File: config.mk
export PLATFORM = sky130hd
export DESIGN_NAME = mem_arbiter
export DESIGN_NICKNAME = d
export VERILOG_FILES = /design/src/rtl/mem_arb_pkg.sv /design/src/rtl/rr_arbiter2.sv /design/src/rtl/mem_arbiter.sv
export SDC_FILE = /design/constraint.sdc
export NUM_CORES = 1
export LEC_CHECK = 0
export BUFFER_PORTS_ARGS = -buffer_cell sky130_fd_sc_hd__buf_4
export CAP_MARGIN = 40
export CORE_MARGIN = 5
export CORE_UTILIZATION = 50
export CTS_BUF_LIST = sky130_fd_sc_hd__clkbuf_4
export DETAILED_ROUTE_END_ITERATION = 12
export GPL_TIMING_DRIVEN = 0
export PLACE_DENSITY = 0.81
export SLEW_MARGIN = 0
export SYNTH_ARGS = -nofsm -noshare
export SYNTH_HDL_FRONTEND = slang
export SYNTH_SLANG_ARGS = --single-unit
export TNS_END_PERCENT = 5
File: constraint.sdc
create_clock -name clk -period 5.3 [get_ports clk]
set_clock_uncertainty 0.2 [all_clocks]
set_input_delay 0.53 -clock clk [delete_from_list [all_inputs] [get_ports clk]]
set_output_delay 0.53 -clock clk [all_outputs]
set_load 0.05 [all_outputs]
File: src/rtl/mem_arb_pkg.sv
// Shared types and helpers for the two-port memory arbiter/sequencer.
package mem_arb_pkg;

  // Sequencer states: one access runs IDLE -> ACCESS -> (RMW_WR) -> DONE
  typedef enum logic [1:0] {
    IDLE   = 2'd0,
    ACCESS = 2'd1,
    RMW_WR = 2'd2,
    DONE   = 2'd3
  } state_t;

  // Port identifiers: port 0 is instruction fetch, port 1 is load/store
  localparam logic PORT_IF = 1'b0;
  localparam logic PORT_LS = 1'b1;

  // Merges one byte lane: the enabled lane takes the new byte, otherwise
  // the byte captured from memory is kept.
  function automatic logic [7:0] byte_merge(input logic [7:0] oldByte,
                                            input logic [7:0] newByte,
                                            input logic       be);
    return be ? newByte : oldByte;
  endfunction

endpackage

File: src/rtl/rr_arbiter2.sv
// Two-input round-robin arbiter: combinational grant, registered last-grant pointer.
module rr_arbiter2
  import mem_arb_pkg::*;
(
  input  logic       clk,
  input  logic       rst,
  input  logic       i_en,
  input  logic [1:0] i_req,
  output logic [1:0] o_grant,
  output logic       o_port,
  output logic       o_valid
);

  logic r_last;
  logic w_winner;

  // Pick the winner: a lone requester wins, on contention the port that did not win last time
  always_comb begin
    w_winner = PORT_IF;
    if (i_req[0] && i_req[1]) begin
      w_winner = ~r_last;
    end else if (i_req[1]) begin
      w_winner = PORT_LS;
    end
    o_valid = i_en && (|i_req);
    o_port  = w_winner;
    o_grant = 2'b00;
    if (o_valid) begin
      o_grant = w_winner ? 2'b10 : 2'b01;
    end
  end

  // Remember the last granted port; reset points at port 1 so port 0 wins the first contest
  always_ff @(posedge clk or posedge rst) begin
    if (rst) begin
      r_last <= PORT_LS;
    end else if (o_valid) begin
      r_last <= w_winner;
    end
  end

endmodule

File: src/rtl/mem_arbiter.sv
// Two-requester arbiter and access sequencer for a single-port word memory.
// Sub-word stores become read-modify-write so the memory only sees whole words.
module mem_arbiter
  import mem_arb_pkg::*;
#(
  parameter int ADDRSIZE = 32,
  parameter int WORDSIZE = 32
) (
  input  logic                    clk,
  input  logic                    rst,
  input  logic                    req0,
  input  logic                    we0,
  input  logic [WORDSIZE/8-1:0]   be0,
  input  logic [ADDRSIZE-1:0]     addr0,
  input  logic [WORDSIZE-1:0]     wd0,
  input  logic                    req1,
  input  logic                    we1,
  input  logic [WORDSIZE/8-1:0]   be1,
  input  logic [ADDRSIZE-1:0]     addr1,
  input  logic [WORDSIZE-1:0]     wd1,
  output logic                    gnt0,
  output logic                    gnt1,
  output logic                    done0,
  output logic                    done1,
  output logic [WORDSIZE-1:0]     rdata,
  output logic                    busy,
  output logic                    mem_wren,
  output logic                    mem_rden,
  output logic [ADDRSIZE-1:0]     mem_addr,
  output logic [WORDSIZE-1:0]     mem_d,
  input  logic [WORDSIZE-1:0]     mem_q
);

  localparam int NBYTES = WORDSIZE / 8;

  state_t              r_state;
  logic                r_port;
  logic                r_we;
  logic [NBYTES-1:0]   r_be;
  logic [WORDSIZE-1:0] r_wd;
  logic                r_done0;
  logic                r_done1;
  logic [WORDSIZE-1:0] r_rdata;
  logic                r_busy;
  logic                r_memWren;
  logic                r_memRden;
  logic [ADDRSIZE-1:0] r_memAddr;
  logic [WORDSIZE-1:0] r_memD;

  logic                w_arbEn;
  logic [1:0]          w_grant;
  logic                w_gntPort;
  logic                w_gntValid;
  logic                w_selWe;
  logic [NBYTES-1:0]   w_selBe;
  logic [ADDRSIZE-1:0] w_selAddr;
  logic [WORDSIZE-1:0] w_selWd;
  logic [WORDSIZE-1:0] w_merged;

  // Grants happen only in IDLE and never while reset is held
  assign w_arbEn = (r_state == IDLE) && !rst;

  rr_arbiter2 u_arb (
    .clk     (clk),
    .rst     (rst),
    .i_en    (w_arbEn),
    .i_req   ({req1, req0}),
    .o_grant (w_grant),
    .o_port  (w_gntPort),
    .o_valid (w_gntValid)
  );

  // Route the winning port's request fields toward the latch registers
  always_comb begin
    w_selWe   = we0;
    w_selBe   = be0;
    w_selAddr = addr0;
    w_selWd   = wd0;
    if (w_gntPort == PORT_LS) begin
      w_selWe   = we1;
      w_selBe   = be1;
      w_selAddr = addr1;
      w_selWd   = wd1;
    end
  end

  // Combine the word read during ACCESS with the enabled bytes of the latched store data
  always_comb begin
    w_merged = '0;
    for (int i = 0; i < NBYTES; i++) begin
      w_merged[8*i +: 8] = byte_merge(mem_q[8*i +: 8], r_wd[8*i +: 8], r_be[i]);
    end
  end

  // Access sequencer; every memory-side and handshake output is a register
  // set on the transition into the state where it must be visible
  always_ff @(posedge clk or posedge rst) begin
    if (rst) begin
      r_state   <= IDLE;
      r_port    <= PORT_IF;
      r_we      <= 1'b0;
      r_be      <= '0;
      r_wd      <= '0;
      r_done0   <= 1'b0;
      r_done1   <= 1'b0;
      r_rdata   <= '0;
      r_busy    <= 1'b0;
      r_memWren <= 1'b0;
      r_memRden <= 1'b0;
      r_memAddr <= '0;
      r_memD    <= '0;
    end else begin
      r_done0   <= 1'b0;
      r_done1   <= 1'b0;
      r_memWren <= 1'b0;
      r_memRden <= 1'b0;
      case (r_state)
        IDLE: begin
          if (w_gntValid) begin
            r_port    <= w_gntPort;
            r_we      <= w_selWe;
            r_be      <= w_selBe;
            r_wd      <= w_selWd;
            r_memAddr <= w_selAddr;
            r_busy    <= 1'b1;
            r_state   <= ACCESS;
            if (!w_selWe) begin
              r_memRden <= 1'b1;
            end else if (&w_selBe) begin
              r_memWren <= 1'b1;
              r_memD    <= w_selWd;
            end else if (|w_selBe) begin
              r_memRden <= 1'b1;
            end
          end
        end
        ACCESS: begin
          if (r_we && (|r_be) && !(&r_be)) begin
            r_memD    <= w_merged;
            r_memWren <= 1'b1;
            r_state   <= RMW_WR;
          end else begin
            if (!r_we) begin
              r_rdata <= mem_q;
            end
            r_done0 <= (r_port == PORT_IF);
            r_done1 <= (r_port == PORT_LS);
            r_state <= DONE;
          end
        end
        RMW_WR: begin
          r_done0 <= (r_port == PORT_IF);
          r_done1 <= (r_port == PORT_LS);
          r_state <= DONE;
        end
        DONE: begin
          r_busy  <= 1'b0;
          r_state <= IDLE;
        end
        default: begin
          r_busy  <= 1'b0;
          r_state <= IDLE;
        end
      endcase
    end
  end

  assign gnt0     = w_grant[0];
  assign gnt1     = w_grant[1];
  assign done0    = r_done0;
  assign done1    = r_done1;
  assign rdata    = r_rdata;
  assign busy     = r_busy;
  assign mem_wren = r_memWren;
  assign mem_rden = r_memRden;
  assign mem_addr = r_memAddr;
  assign mem_d    = r_memD;

endmodule

* Word-level counts from Yosys, hierarchy flattened
Cells that the tools add are included.
** Word-level totals
- Flip-flop bits (word level) :: 142
- Input bits :: 174
- Logic and storage cells :: 80
** Cells by class
- Eq/ne operators :: 7
- Mux-type cells :: 36
- Bitwise logic cells :: 4
- Reduce and logical (&&, ||, !) cells :: 19
** Operators by type and width (number)
- 2-to-1 mux 32 bit :: 6
- one-hot mux 32 bit (2 select lines) :: 1
- 2-to-1 mux 8 bit :: 4
- 2-to-1 mux 1 bit :: 16
- one-hot mux 1 bit (2 select lines) :: 4
- one-hot mux 2 bit (4 select lines) :: 1
- AND reduction 4 bit :: 2
- OR reduction 4 bit :: 2
- 2-to-1 mux 2 bit :: 3
- logical AND 1 bit :: 5
- AND reduction 5 bit :: 1
- == test 2 bit, second input constant :: 2
- 2-to-1 mux 4 bit :: 1
- != test 2 x 1 -> 1 bit, second input constant :: 2
- != test 2 bit, second input constant :: 2
- inverter 1 bit :: 4
- AND reduction 2 bit :: 2
- nonzero test 2 bit :: 2
- AND reduction 3 bit :: 1
- == test 2 x 1 -> 1 bit, second input constant :: 1
- logical NOT 1 bit :: 2
- logical NOT 2 bit :: 1
- OR reduction 2 bit :: 1

* Longest topological paths before layout
Gate-level depths: netlist of run 1.
- Word-level depth :: 9
- Depth in mapped cells :: 8
- Mapped depth without buffers :: 6

* Hierarchy
Synthesis of run 1 repeated with hierarchy kept, for this count alone.
** Unflattened totals
- Cells, all modules :: 611
- Area total of the unflattened synthesis :: 6904.1 um^2
** Modules (own cells, without submodules)
- mem_arbiter :: instances 1, cells each 601, area each 6825.3 um^2
- rr_arbiter2 :: instances 1, cells each 10, area each 78.8 um^2

* Worst setup path after synthesis of run 1
OpenSTA, ideal clock, no wires.
- Path type :: register to output
- Start :: reg r_state[0]
- End :: out gnt0
- Data arrival time :: 1.940 ns
- Data required time :: 4.570 ns
- Setup slack :: 2.630 ns
- Cell stages (with the launch flop) :: 6
- Cells stage by stage :: dfrtp_1 > inv_1 > ha_1 > nand2b_1 > nor3_1 > clkbuf_1
** On the way
- Cells in the longest elaborated chain, start to end :: 4
** RTL lines
- start: declaration :: RTL line mem_arbiter.sv:36 : state_t r_state;
- start signal: assignment :: RTL line mem_arbiter.sv:99 : r_state <= IDLE;
- start signal: assignment :: RTL line mem_arbiter.sv:126 : r_state <= ACCESS;
- start signal: assignment :: RTL line mem_arbiter.sv:141 : r_state <= RMW_WR;
- logical NOT 2 bit :: RTL line mem_arbiter.sv:61 : assign w_arbEn = (r_state == IDLE) && !rst;
- logical AND 1 bit :: RTL line mem_arbiter.sv:61
- logical AND 1 bit :: RTL line rr_arbiter2.sv:25 : o_valid = i_en && (|i_req);
- 2-to-1 mux 2 bit :: RTL line rr_arbiter2.sv:28 : if (o_valid) begin
- end: declaration :: RTL line mem_arbiter.sv:21 : output logic gnt0,
No other way between the ends.

* Final worst setup path of run 1
Same ends and word-level chain as after synthesis.

==> results of run 1 <==
==> state kept, by name, summed over array words and instances (netlist names) <==
register / count
r_wd: 32
mem_addr: 32
mem_d: 32
r_state: 2
done0: 1
done1: 1
r_port: 1
mem_rden: 1
busy: 1
r_we: 1
rdata: 32
r_be: 4
u_arb.r_last: 1
mem_wren: 1
==> final timing paths <==
path | from | endpoint | slack, ps | cells after the start
worst min-delay path | addr0[31] | mem_addr[31]$_DFFE_PP0P_ | 50 | 3
max in group asynchronous | rst | r_be[0]$_DFFE_PP0P_ | 3690 | 4
worst min register to register | r_port$_DFFE_PP0P_ | done0$_DFF_PP0_ | 260 | 1
min in group asynchronous | rst | done1$_DFF_PP0_ | 390 | 3
worst max-delay path | r_state[0]$_DFFE_PP0P_ | gnt0 | 1640 | 7
worst max register to register | r_state[0]$_DFFE_PP0P_ | mem_addr[4]$_DFFE_PP0P_ | 2090 | 9
==> synth_stat cells <==
master	n	area [um2]
sky130_fd_sc_hd__dfrtp_1	141	3528
sky130_fd_sc_hd__nand2_1	103	386.6
sky130_fd_sc_hd__o21ai_0	42	210.2
sky130_fd_sc_hd__mux2i_1	38	380.4
sky130_fd_sc_hd__a21oi_1	35	175.2
sky130_fd_sc_hd__mux2_2	35	394.1
sky130_fd_sc_hd__nor2b_1	33	206.5
sky130_fd_sc_hd__a211oi_1	32	240.2
sky130_fd_sc_hd__a22oi_1	32	240.2
sky130_fd_sc_hd__clkbuf_1	32	120.1
sky130_fd_sc_hd__mux2_4	30	450.4
sky130_fd_sc_hd__buf_2	6	30.03
sky130_fd_sc_hd__inv_1	6	22.52
sky130_fd_sc_hd__nor2_1	6	22.52
sky130_fd_sc_hd__ha_1	5	62.56
sky130_fd_sc_hd__buf_1	4	15.01
sky130_fd_sc_hd__buf_6	3	33.78
sky130_fd_sc_hd__nand4_1	3	18.77
sky130_fd_sc_hd__a21o_1	2	15.01
sky130_fd_sc_hd__nand2b_1	2	12.51
sky130_fd_sc_hd__nor4_1	2	12.51
sky130_fd_sc_hd__a21boi_1	1	7.510
sky130_fd_sc_hd__a221oi_4	1	26.28
sky130_fd_sc_hd__a31oi_2	1	12.51
sky130_fd_sc_hd__a41oi_1	1	8.760
sky130_fd_sc_hd__and2_1	1	6.260
sky130_fd_sc_hd__and2b_1	1	7.510
sky130_fd_sc_hd__dfstp_2	1	26.28
sky130_fd_sc_hd__nand3_1	1	5.000
sky130_fd_sc_hd__nor3_1	1	5.000
sky130_fd_sc_hd__nor4b_1	1	8.760
sky130_fd_sc_hd__o32ai_1	1	8.760
sky130_fd_sc_hd__or4_1	1	7.510
sky130_fd_sc_hd__or4_4	1	11.26
==> cell type report <==
cell class                      count  area [um2]  share of cell area, %
Sequential cell                   142        3555                  34.98
Timing Repair Buffer              364        2965                  29.18
Multi-Input combinational cell    412        2943                  28.96
Tap cell                          176       220.2                  2.167
Buffer                             45       198.9                  1.958
Clock buffer                       20       150.1                  1.477
Clock inverter                     11       100.1                 0.9850
Inverter                            6       27.53                 0.2709
Antenna cell                        1       2.502                0.02462
==> power by group <==
part           switching, uW  total [uW]  internal (uW)
sequential               307        1920           1610
combinational           2550        3990           1440
clock                    375         657            282
==> routing by layer <==
layer  vias to the layer above  GRT usage, %  part of all wire (%)  wire (um)
met5                         -             0                     0          0
met4                         0         15.52                   4.2       1005
met3                        68         9.187                   8.9       2121
met2                       360         52.83                    51      12250
met1                      3164         32.50                    36       8509
li1                       2916             -                     -          -
==> cell families (layout without fill, tap and decap cells) <==
group,count (synthesis),after routing,share of synthesized area (%)
compound gates,148,148,14.06
flops,142,142,52.91
mux,103,103,18.23
simple gates,156,156,10.58
fa+ha+maj,5,5,0.9311
buf+inv,51,446,3.296
other cells,0,1,0
==> per-stage QoR <==
stage,worst slack (ps),TNS (ps)
6_report,1640,0
5_1_grt,1428,0
4_1_cts,1579,0
3_5_place_dp,2220,0
3_3_place_gp,-739.8,-103400
2_1_floorplan,762.1,0
==> tightest hold or removal path: cells and delay by family <==
kind                   cells  cell delay (ps)
AO/OA/AOI/OAI              1               90
buffers and inverters      1               80
AND/OR/NAND/NOR            1               80
==> reports/results.txt, run 1 <==
Vias/cell: 5.529
Final core area utilization: 77.04%
GR Overflow Total: 0
Deepest level of the CTS H-tree: 4
Share of the yosys chip area belonging to registers: 52.91%
Share of the clock period used by the worst path after layout: 69.06%
Number of buffers on the longest clock path: 2
RSZ-0062 raised after global routing: false
Effective utilization at floorplan: 50.94%
TritonCTS Buffers: 17
Cell count after placement: 1,059
Leading cell type in the layout, fill and taps excluded: sky130_fd_sc_hd__buf_4
Critical path peak fanout: 10
Total of max-cap violations: 0
Buffers on Ports: 276
Initial drt markers: 448
Ratio of cells with drive above 1 in the final layout: 38.40%
Residual DRC count: 0
Final setup vio count: 0
FP Rows: 42
Category of the most critical setup path: reg -> out
Hold slack final: 53.27 ps
Final Non-Filler Cells: 1,177
Initial DRT Pass Iterations: 5
Post-Place Cell Area: 9049 um2
Commonest non-fill, non-tap cells in the layout: sky130_fd_sc_hd__buf_4 (276), sky130_fd_sc_hd__dfrtp_1 (141), sky130_fd_sc_hd__nand2_1 (103), sky130_fd_sc_hd__dlygate4sd3_1 (86), sky130_fd_sc_hd__o21ai_0 (42)
Total I/O pin count: 277
Clock slew at reported path FFs: 110 ps
Worst vdd ir: 0.4142 mV
Final hold violation count: 0
Post-CTS Resized: 0
Remaining number of nets flagged by the antenna check after routing: 0
TritonCTS clock tree: built
Antenna violations before repair: 1
Synthesized netlist cell count: 605
Cell area after technology mapping: 6719 um2
Total number of vias: 6,508
Combined buffer and inverter count along the critical path: 4
Average footprint of a synthesized cell: 11.11 um2
Worst Max-Slew Pin Slew: 681.2 ps
Number of synthesized register bits: 142
Number of nets in the final layout: 1,167
Number of pins exceeding their max-slew limit in the final report: 0
Critical path's largest stage delay: 450 ps
Crit-path cells: inv_1 -> ha_1 -> nand2b_1 -> nor3_1 -> buf_2 -> clkbuf_1 -> buf_4
Die Outline Area: 15,860 um2
Total global routing track utilization: 30.02%
Layout overhead on the synthesized area: 51.25%
Maximum achievable frequency: 273.2 MHz
Post-route cell area: 10,160 um2
Unique cell type count in the Yosys netlist: 34
Source-to-sink clock delay at the later pin of the worst-skew pair: 560 ps
CTS root buf: sky130_fd_sc_hd__clkbuf_4
Chip height: 125.9 um
Detailed Route WL: 23.89 mm
Synth warn: 0
RD Place Congestion: 0.8991
Slew HR: 54.59%
Global-route wire length before repair: 37.34 mm
Final period demand of the worst path: 3660 ps
Width of the die: 125.9 um
Slowest CP cell: sky130_fd_sc_hd__nor3_1
Wire per inst: 20.29 um
Hold Crit Class: in -> reg
Power per standard cell area: 646.5 nW/um2
Maximum number of pins on one net before global-route repair: 91
CTS Hold Bufs: 85
Via count of the first global-routing pass: 7,131
Status: complete, no violations
Number of post-CTS setup repair buffers: 0
Worst setup SP type: register
Data arrival at the endpoint of the critical path: 2930 ps
Leakage power of the design: 0.004893 uW
Fillers: 833
Category of cells accounting for the largest share of critical-path delay: buffers and inverters
Required time worst endpoint: 4570 ps
CTS sink count: 142
Placed wire-length estimate after detailed placement: 16.46 mm
Total power: 6570 uW
Syn nets: 784
CP Capture Type: output pin
Area of the core: 13,190 um2
No activity file was read; power rests on OpenSTA's default activity.
==> run 2, diff against run 1 <==
CORE_UTILIZATION = 45   (was 50)
PLACE_DENSITY = 0.77   (was 0.81)
clock period = 3.1 ns   (was 5.3 ns; I/O delays follow)
==> run 2 against run 1 <==
Against the previous run: via count increased by 4.8%; flip-flop and latch count unchanged; combinational power increased by 76%; register-to-register slack got worse by 1900 ps; power increased by 74%; count of clock-buffer cells in the layout decreased by 2; critical path depth increased by 1; global-route usage decreased by 1.6 points; final cell count increased by 8.8%; sequential power increased by 70%; sequential share of layout area decreased by 3.2 points; final area increased by 10%; critical path type is now in -> reg; highest routed layer unchanged.
==> reports/results.txt, run 2 (same netlist as run 1, synthesis figures left out) <==
Via count of the first global-routing pass: 7,522 (+5.5%)
Crit-path cells: dlygate4sd3_1 -> buf_4 -> a21boi_2 -> buf_2 -> buf_2 -> mux2i_1 -> dlygate4sd3_1 -> o21ai_0
Remaining number of nets flagged by the antenna check after routing: 0 (unchanged)
Leading cell type in the layout, fill and taps excluded: sky130_fd_sc_hd__buf_4
Maximum achievable frequency: 340.5 MHz
Post-Place Cell Area: 9145 um2 (+1.1%)
Source-to-sink clock delay at the later pin of the worst-skew pair: 540 ps (-20 ps)
CP Capture Type: register
Slew HR: 53.59% (-0.99 points)
Number of pins exceeding their max-slew limit in the final report: 0 (unchanged)
Initial drt markers: 362 (-19%)
Number of post-CTS setup repair buffers: 0 (unchanged)
Combined buffer and inverter count along the critical path: 5 (+1)
Critical path's largest stage delay: 610 ps (+160 ps)
Worst vdd ir: 0.5281 mV (+27%)
Chip height: 132.2 um (+5.0%)
FP Rows: 44 (+4.8%)
Worst Max-Slew Pin Slew: 696.1 ps (+14.87 ps)
Number of buffers on the longest clock path: 2 (unchanged)
Status: complete, no violations
Total global routing track utilization: 28.43% (-1.6 points)
Post-placement worst setup slack: 221.0 ps (-1999 ps)
Layout overhead on the synthesized area: 66.61%
Power per standard cell area: 1021 nW/um2 (+58%)
GR Overflow Total: 0 (unchanged)
Leakage power of the design: 0.005298 uW (+8.3%)
Required time worst endpoint: 3320 ps (-1250 ps)
Global-route wire length before repair: 39.81 mm (+6.6%)
Die Outline Area: 17,470 um2 (+10%)
Effective utilization at floorplan: 46.05% (-4.9 points)
Total of max-cap violations: 0 (unchanged)
Width of the die: 132.2 um (+5.0%)
Area of the core: 14,590 um2 (+11%)
Final hold violation count: 0 (unchanged)
Critical path peak fanout: 10 (unchanged)
Total I/O pin count: 277 (unchanged)
Category of cells accounting for the largest share of critical-path delay: buffers and inverters
Detailed Route WL: 25.24 mm (+5.7%)
Smallest setup slack after layout: 163.5 ps (-1476 ps)
Share of the clock period used by the worst path after layout: 94.73%
Clock slew at reported path FFs: 130 ps (+20 ps)
Data arrival at the endpoint of the critical path: 3160 ps (+230 ps)
Fillers: 896 (+7.6%)
Initial DRT Pass Iterations: 4 (-1)
Residual DRC count: 0 (unchanged)
Placed wire-length estimate after detailed placement: 15.54 mm (-5.6%)
Buffers on Ports: 276 (unchanged)
Total number of vias: 6,822 (+4.8%)
Deepest level of the CTS H-tree: 4 (unchanged)
Hold Crit Class: in -> reg
Post-route cell area: 11,190 um2 (+10%)
Wire per inst: 19.72 um (-2.8%)
Maximum number of pins on one net before global-route repair: 34 (-63%)
TritonCTS clock tree: built
Final setup vio count: 0 (unchanged)
Worst setup SP type: input port
Ratio of cells with drive above 1 in the final layout: 36.05% (-2.4 points)
Commonest non-fill, non-tap cells in the layout: sky130_fd_sc_hd__buf_4 (276), sky130_fd_sc_hd__dlygate4sd3_1 (177), sky130_fd_sc_hd__dfrtp_1 (141), sky130_fd_sc_hd__nand2_1 (103), sky130_fd_sc_hd__o21ai_0 (42)
Category of the most critical setup path: in -> reg
RD Place Congestion: 0.7689 (-14%)
Final period demand of the worst path: 2937 ps
CTS sink count: 142 (unchanged)
Slowest CP cell: sky130_fd_sc_hd__dlygate4sd3_1
RSZ-0062 raised after global routing: true
Antenna violations before repair: 3 (+2)
Number of nets in the final layout: 1,260 (+8.0%)
Vias/cell: 5.330 (-3.6%)
CTS root buf: sky130_fd_sc_hd__clkbuf_4
TritonCTS Buffers: 17 (unchanged)
==> run 2: what timing repair did <==
| item | 4_1_cts | 5_1_grt |
|---|---|---|
| gates resized for setup | 3 | 5 |
| pin swaps | 0 | 0 |
| endpoints found under the hold margin | 138 | 1 |
| setup endpoints to repair | 2 | 14 |
| hold buffers | 176 | 1 |
==> run 2: path summary, 6_finish.rpt <==
check	from	endpoint	slack, ps	cells after the start
worst min-delay path	wd1[0]	mem_d[0]$_DFFE_PP0P_	50	4
worst max register to register	r_state[0]$_DFFE_PP0P_	mem_d[23]$_DFFE_PP0P_	170	7
max in group asynchronous	rst	r_wd[14]$_DFFE_PP0P_	1670	6
worst max-delay path	req0	r_wd[28]$_DFFE_PP0P_	160	8
min in group asynchronous	rst	mem_addr[3]$_DFFE_PP0P_	140	3
worst min register to register	r_port$_DFFE_PP0P_	done0$_DFF_PP0_	280	1
==> run 2: worst min-delay path: cells and delay by family <==
kind | cells | cell delay (ps)
buf+inv | 1 | 70
compound gates | 1 | 140
mux | 2 | 220
==> run 2: final cells by class <==
| class | instances | area (um2) | area share [%] |
|---|---|---|---|
| timing repair buffer | 459 | 3966 | 35.43 |
| sequential | 142 | 3555 | 31.75 |
| clock inverter | 13 | 125.1 | 1.118 |
| tap | 184 | 230.2 | 2.057 |
| multi-input combinational | 412 | 2954 | 26.39 |
| buffer | 43 | 195.2 | 1.744 |
| inverter | 6 | 26.28 | 0.2347 |
| clock buffer | 18 | 135.1 | 1.207 |
| antenna | 3 | 7.507 | 0.06706 |
==> run 2: stage by stage <==
| step | cells | setup TNS, ps | total power (uW) | utilization, % | hold WS, ps |
|---|---|---|---|---|---|
| 4_1_cts | 1276 | 0 | 11290 | 76.54 | 3.919 |
| 3_3_place_gp | 1065 | -20340 | 9734 | 61.86 | 246.2 |
| 6_report | 1280 | 0 | 11430 | 76.73 | 49.84 |
| 2_1_floorplan | 605 | 0 | 7836 | - | 226.3 |
| 5_1_grt | 1280 | -4.001 | 11990 | 76.73 | 20.85 |
| 3_5_place_dp | 1071 | 0 | 9871 | 62.68 | 167.7 |
==> run 2: report_power, final <==
part | total, uW | switching (uW) | leakage [uW] | internal, uW
registers | 3270 | 511 | 0.00172 | 2760
clock network | 1140 | 673 | 0.000142 | 472
logic | 7020 | 4410 | 0.00343 | 2610
total | 11400 | 5590 | 0.00530 | 5840
==> run 2: per-layer routing <==
| layer | GRT usage, % | up-vias | part of all wire [%] |
|---|---|---|---|
| met5 | 0 | - | 0 |
| met4 | 15.78 | 0 | 5.1 |
| met3 | 7.824 | 92 | 7.0 |
| met2 | 48.15 | 322 | 50 |
| met1 | 32.47 | 3313 | 38 |
| li1 | - | 3095 | - |
==> run 3, diff against run 2 <==
BUFFER_PORTS_ARGS = default   (was -buffer_cell sky130_fd_sc_hd__buf_4)
CORE_UTILIZATION = 51   (was 45)
DONT_BUFFER_PORTS = 1   (was default)
PLACE_DENSITY = 0.67   (was 0.77)
==> run 3 against run 2 <==
Against the previous run: the run now fails in clock tree synthesis; area after synthesis unchanged; synthesized cell count unchanged.
==> reports/results.txt, run 3 <==
Share of the yosys chip area belonging to registers: 52.91% (unchanged)
Post-CTS Resized: 2 (-1)
Placed wire-length estimate after detailed placement: 13.75 mm (-12%)
RD Place Congestion: 0.7789 (+1.3%)
Effective utilization at floorplan: 51.35% (+5.3 points)
Unique cell type count in the Yosys netlist: 34 (unchanged)
Cell area after technology mapping: 6719 um2 (unchanged)
Chip height: 124.8 um (-5.6%)
CTS Hold Bufs: 164 (-6.8%)
Area share of the largest cell type after synthesis: 52.51% (unchanged)
FP Rows: 42 (-4.5%)
Number of synthesized register bits: 142 (unchanged)
Synthesized-area fraction occupied by ao, oa, aoi and oai cells: 14.06% (unchanged)
Average footprint of a synthesized cell: 11.11 um2 (unchanged)
Synth cell count leaders: sky130_fd_sc_hd__dfrtp_1 (141), sky130_fd_sc_hd__nand2_1 (103), sky130_fd_sc_hd__o21ai_0 (42), sky130_fd_sc_hd__mux2i_1 (38)
Status: aborted with a tool error
Stage at which the flow ended: clock tree synthesis
Fraction of synthesized area in multiplexers: 18.23% (unchanged)
Number of buffers on the longest clock path: 2 (unchanged)
Simple logic cell fraction of the synthesized area: 10.58% (unchanged)
CTS root buf: sky130_fd_sc_hd__clkbuf_4
Buffers on Ports: 0 (-100%)
Leading area contributor after synthesis: sky130_fd_sc_hd__dfrtp_1
EDFF count, synth: 0 (unchanged)
Main combinational cell family by area after synthesis: multiplexers
Synthesized netlist cell count: 605 (unchanged)
Synth warn: 0 (unchanged)
Number of post-CTS setup repair buffers: 0 (unchanged)
Xor and xnor fraction of the mapped netlist area: 0% (unchanged)
Adder-cell area share of the yosys netlist: 0.9311% (unchanged)
Syn nets: 784 (unchanged)
TritonCTS Buffers: 17 (unchanged)
CTS sink count: 142 (unchanged)
Deepest level of the CTS H-tree: 4 (unchanged)
Asr flop ratio synth: 100.0% (unchanged)
Top post-synthesis cells by area: sky130_fd_sc_hd__dfrtp_1 (53%), sky130_fd_sc_hd__mux2_4 (6.7%), sky130_fd_sc_hd__mux2_2 (5.9%)
First logged error message: [ERROR RSZ-0060] Max buffer count reached.
Most used flip-flop cell after synthesis: sky130_fd_sc_hd__dfrtp_1
Most numerous cell in the Yosys netlist: sky130_fd_sc_hd__dfrtp_1
Total I/O pin count: 277 (unchanged)
Width of the die: 124.8 um (-5.6%)
[run 3: cell counts after synthesis]
Identical to the previous run, type by type.
[run 3: logic make-up after synthesis]
kind of cell	after synthesis
buffers and inverters	51
AOI/OAI and AO/OA	148
muxes	103
and+or+nand+nor	156
adders and majority gates	5
DFF	142
[run 3: per-stage QoR]
stage | hold slack, ps | util [%] | area [um2] | setup slack, ps | std cells
after detailed placement | -8.586 | 53.87 | 7049 | 237.8 | 787
after global placement | 248.8 | 53.06 | 6943 | 126.5 | 781
after floorplan | 226.3 | - | 6723 | 531.0 | 605
==> run 4, diff against run 3 <==
CORE_UTILIZATION = 36   (was 51)
CTS_BUF_LIST = default   (was sky130_fd_sc_hd__clkbuf_4)
PLACE_DENSITY = default   (was 0.67)
PLACE_DENSITY_LB_ADDON = 0.15   (was default)
clock period = 4.05 ns   (was 3.1 ns; I/O delays follow)
==> run 4 against run 3 <==
Against the previous run: the run now ends clean.
==> reports/results.txt, run 4 (same netlist as run 1, synthesis figures left out) <==
Number of nets in the final layout: 911
# diodes: 0
Commonest non-fill, non-tap cells in the layout: sky130_fd_sc_hd__dfrtp_1 (141), sky130_fd_sc_hd__nand2_1 (103), sky130_fd_sc_hd__dlygate4sd3_1 (101), sky130_fd_sc_hd__o21ai_0 (42), sky130_fd_sc_hd__mux2i_1 (38)
Hold slack final: 31.21 ps
Deepest level of the CTS H-tree: 4 (unchanged)
CTS root buf: sky130_fd_sc_hd__clkbuf_16
Worst reg-to-reg setup slack: 830 ps
Worst path depth: 7
CTS sink count: 142 (unchanged)
Crit-path cells: inv_1 -> ha_1 -> nand2b_1 -> nor3_1 -> buf_2 -> clkbuf_1 -> buf_6
Crit Reg-Reg Startpoint: r_state[0]$_DFFE_PP0P_
TritonCTS Buffers: 17 (unchanged)
Slew HR: 54.23%
Initial DRT Pass Iterations: 5
Final setup vio count: 0
Wire per inst: 21.76 um
RD Place Congestion: 0.7967 (+2.3%)
Wire length on met2: 10.44 mm
Hold Crit Class: in -> reg
Number of pins exceeding their max-slew limit in the final report: 0
Final period demand of the worst path: 3235 ps
Total of max-cap violations: 0
Critical path's largest stage delay: 410 ps
Start point of the critical path: r_state[0]$_DFFE_PP0P_
Hold Path Stages: 2
Wire length the detailed router placed on met1: 8.580 mm
Die Outline Area: 21,500 um2
Data arrival at the endpoint of the critical path: 2630 ps
Worst setup SP type: register
Category of cells accounting for the largest share of critical-path delay: buffers and inverters
Effective utilization at floorplan: 36.28% (-15 points)
Total power: 8447 uW
Area taken by multi-input logic gates: 2943 um2
Worst min-delay path startpoint: wd0[3]
Placed wire-length estimate after detailed placement: 14.92 mm (+8.5%)
FP Rows: 50 (+19%)
Slowest CP cell: sky130_fd_sc_hd__nor3_1
Required time worst endpoint: 3440 ps
TritonCTS clock tree: built
RSZ-0062 raised after global routing: false
Worst Reg-to-Reg Cells: 10
Worst Max-Slew Pin Slew: 686.6 ps
Fillers: 1,674
Total I/O pin count: 277 (unchanged)
Layout overhead on the synthesized area: 30.67%
Setup tns final: 0 ps
Clock slew at reported path FFs: 60 ps
Via count of the first global-routing pass: 5,791
Leakage power of the design: 0.003794 uW
Total number of vias: 5,250
Combined buffer and inverter count along the critical path: 4
CP Capture Type: output pin
Source-to-sink clock delay at the later pin of the worst-skew pair: 410 ps
Antenna violations before repair: 0
Initial drt markers: 215
Chip height: 146.6 um (+17%)
Uppermost metal layer occupied by signal nets: met4
Ratio of cells with drive above 1 in the final layout: 15.84%
Power per standard cell area: 962.1 nW/um2
Remaining number of nets flagged by the antenna check after routing: 0
Metal3 WL: 1.797 mm
Status: complete, no violations
Footprint of the flip-flops and latches: 3555 um2
Worst vdd ir: 0.3970 mV
Final hold violation count: 0
Residual DRC count: 0
Share of the clock period used by the worst path after layout: 79.87%
Leading cell type in the layout, fill and taps excluded: sky130_fd_sc_hd__dfrtp_1
Area of the core: 18,520 um2
GR Overflow Total: 0
Category of the most critical setup path: reg -> out
Width of the die: 146.6 um (+17%)
Detailed Route WL: 21.30 mm
Critical path peak fanout: 8
Maximum achievable frequency: 309.2 MHz
Maximum number of pins on one net before global-route repair: 39
Total global routing track utilization: 19.64%
Number of buffers on the longest clock path: 2 (unchanged)
Vias/cell: 5.363
Global-route wire length before repair: 32.86 mm
Buffers on Ports: 0 (unchanged)
==> run 4: area by class of cell <==
type / instances / area share, %
sequential: 142 / 40.49
multi-input combinational: 412 / 33.52
timing repair buffer: 108 / 12.83
clock buffer: 19 / 5.159
tap: 234 / 3.335
buffer: 45 / 2.266
clock inverter: 13 / 2.109
inverter: 6 / 0.2993
==> run 4: metrics by stage <==
| step | setup slack, ps | util (%) | area (um2) | instances |
|---|---|---|---|---|
| global placement | 846.8 | 37.89 | 7015 | 839 |
| detailed placement | 1109 | 38.51 | 7131 | 846 |
| CTS | 769.2 | 47.41 | 8780 | 979 |
| floorplan | 1481 | - | 6723 | 605 |
| global route | 580.5 | 47.41 | 8780 | 979 |
| finish | 815.4 | 47.41 | 8780 | 979 |
==> run 4: layer usage <==
metal	vias up	GRT usage [%]
met3	35	7.604
met1	2588	23.36
li1	2392	-
met5	-	0
met4	0	6.820
met2	235	32.52
==> run 4: timing repair <==
action                    in CTS  in global routing
hold endpoints to repair      83                  0
setup buffers                  0                  0
hold buffers                 101                  0
resized for setup              0                  0
==> run 4: path summary, 6_finish.rpt <==
path,endpoint
setup / recovery,gnt0
hold / removal,r_wd[3]$_DFFE_PP0P_
hold reg to reg,done0$_DFF_PP0_
min in group asynchronous,mem_wren$_DFF_PP0_
max in group asynchronous,rdata[17]$_DFFE_PP0P_
setup reg to reg,mem_addr[2]$_DFFE_PP0P_
==> run 4: power by group <==
part	switching (uW)	leakage (uW)	total (uW)	internal (uW)
logic	1230	0.00177	2420	1190
registers	2250	0.00172	4330	2080
clock network	632	0.000298	1700	1070
total	4110	0.00379	8450	4340
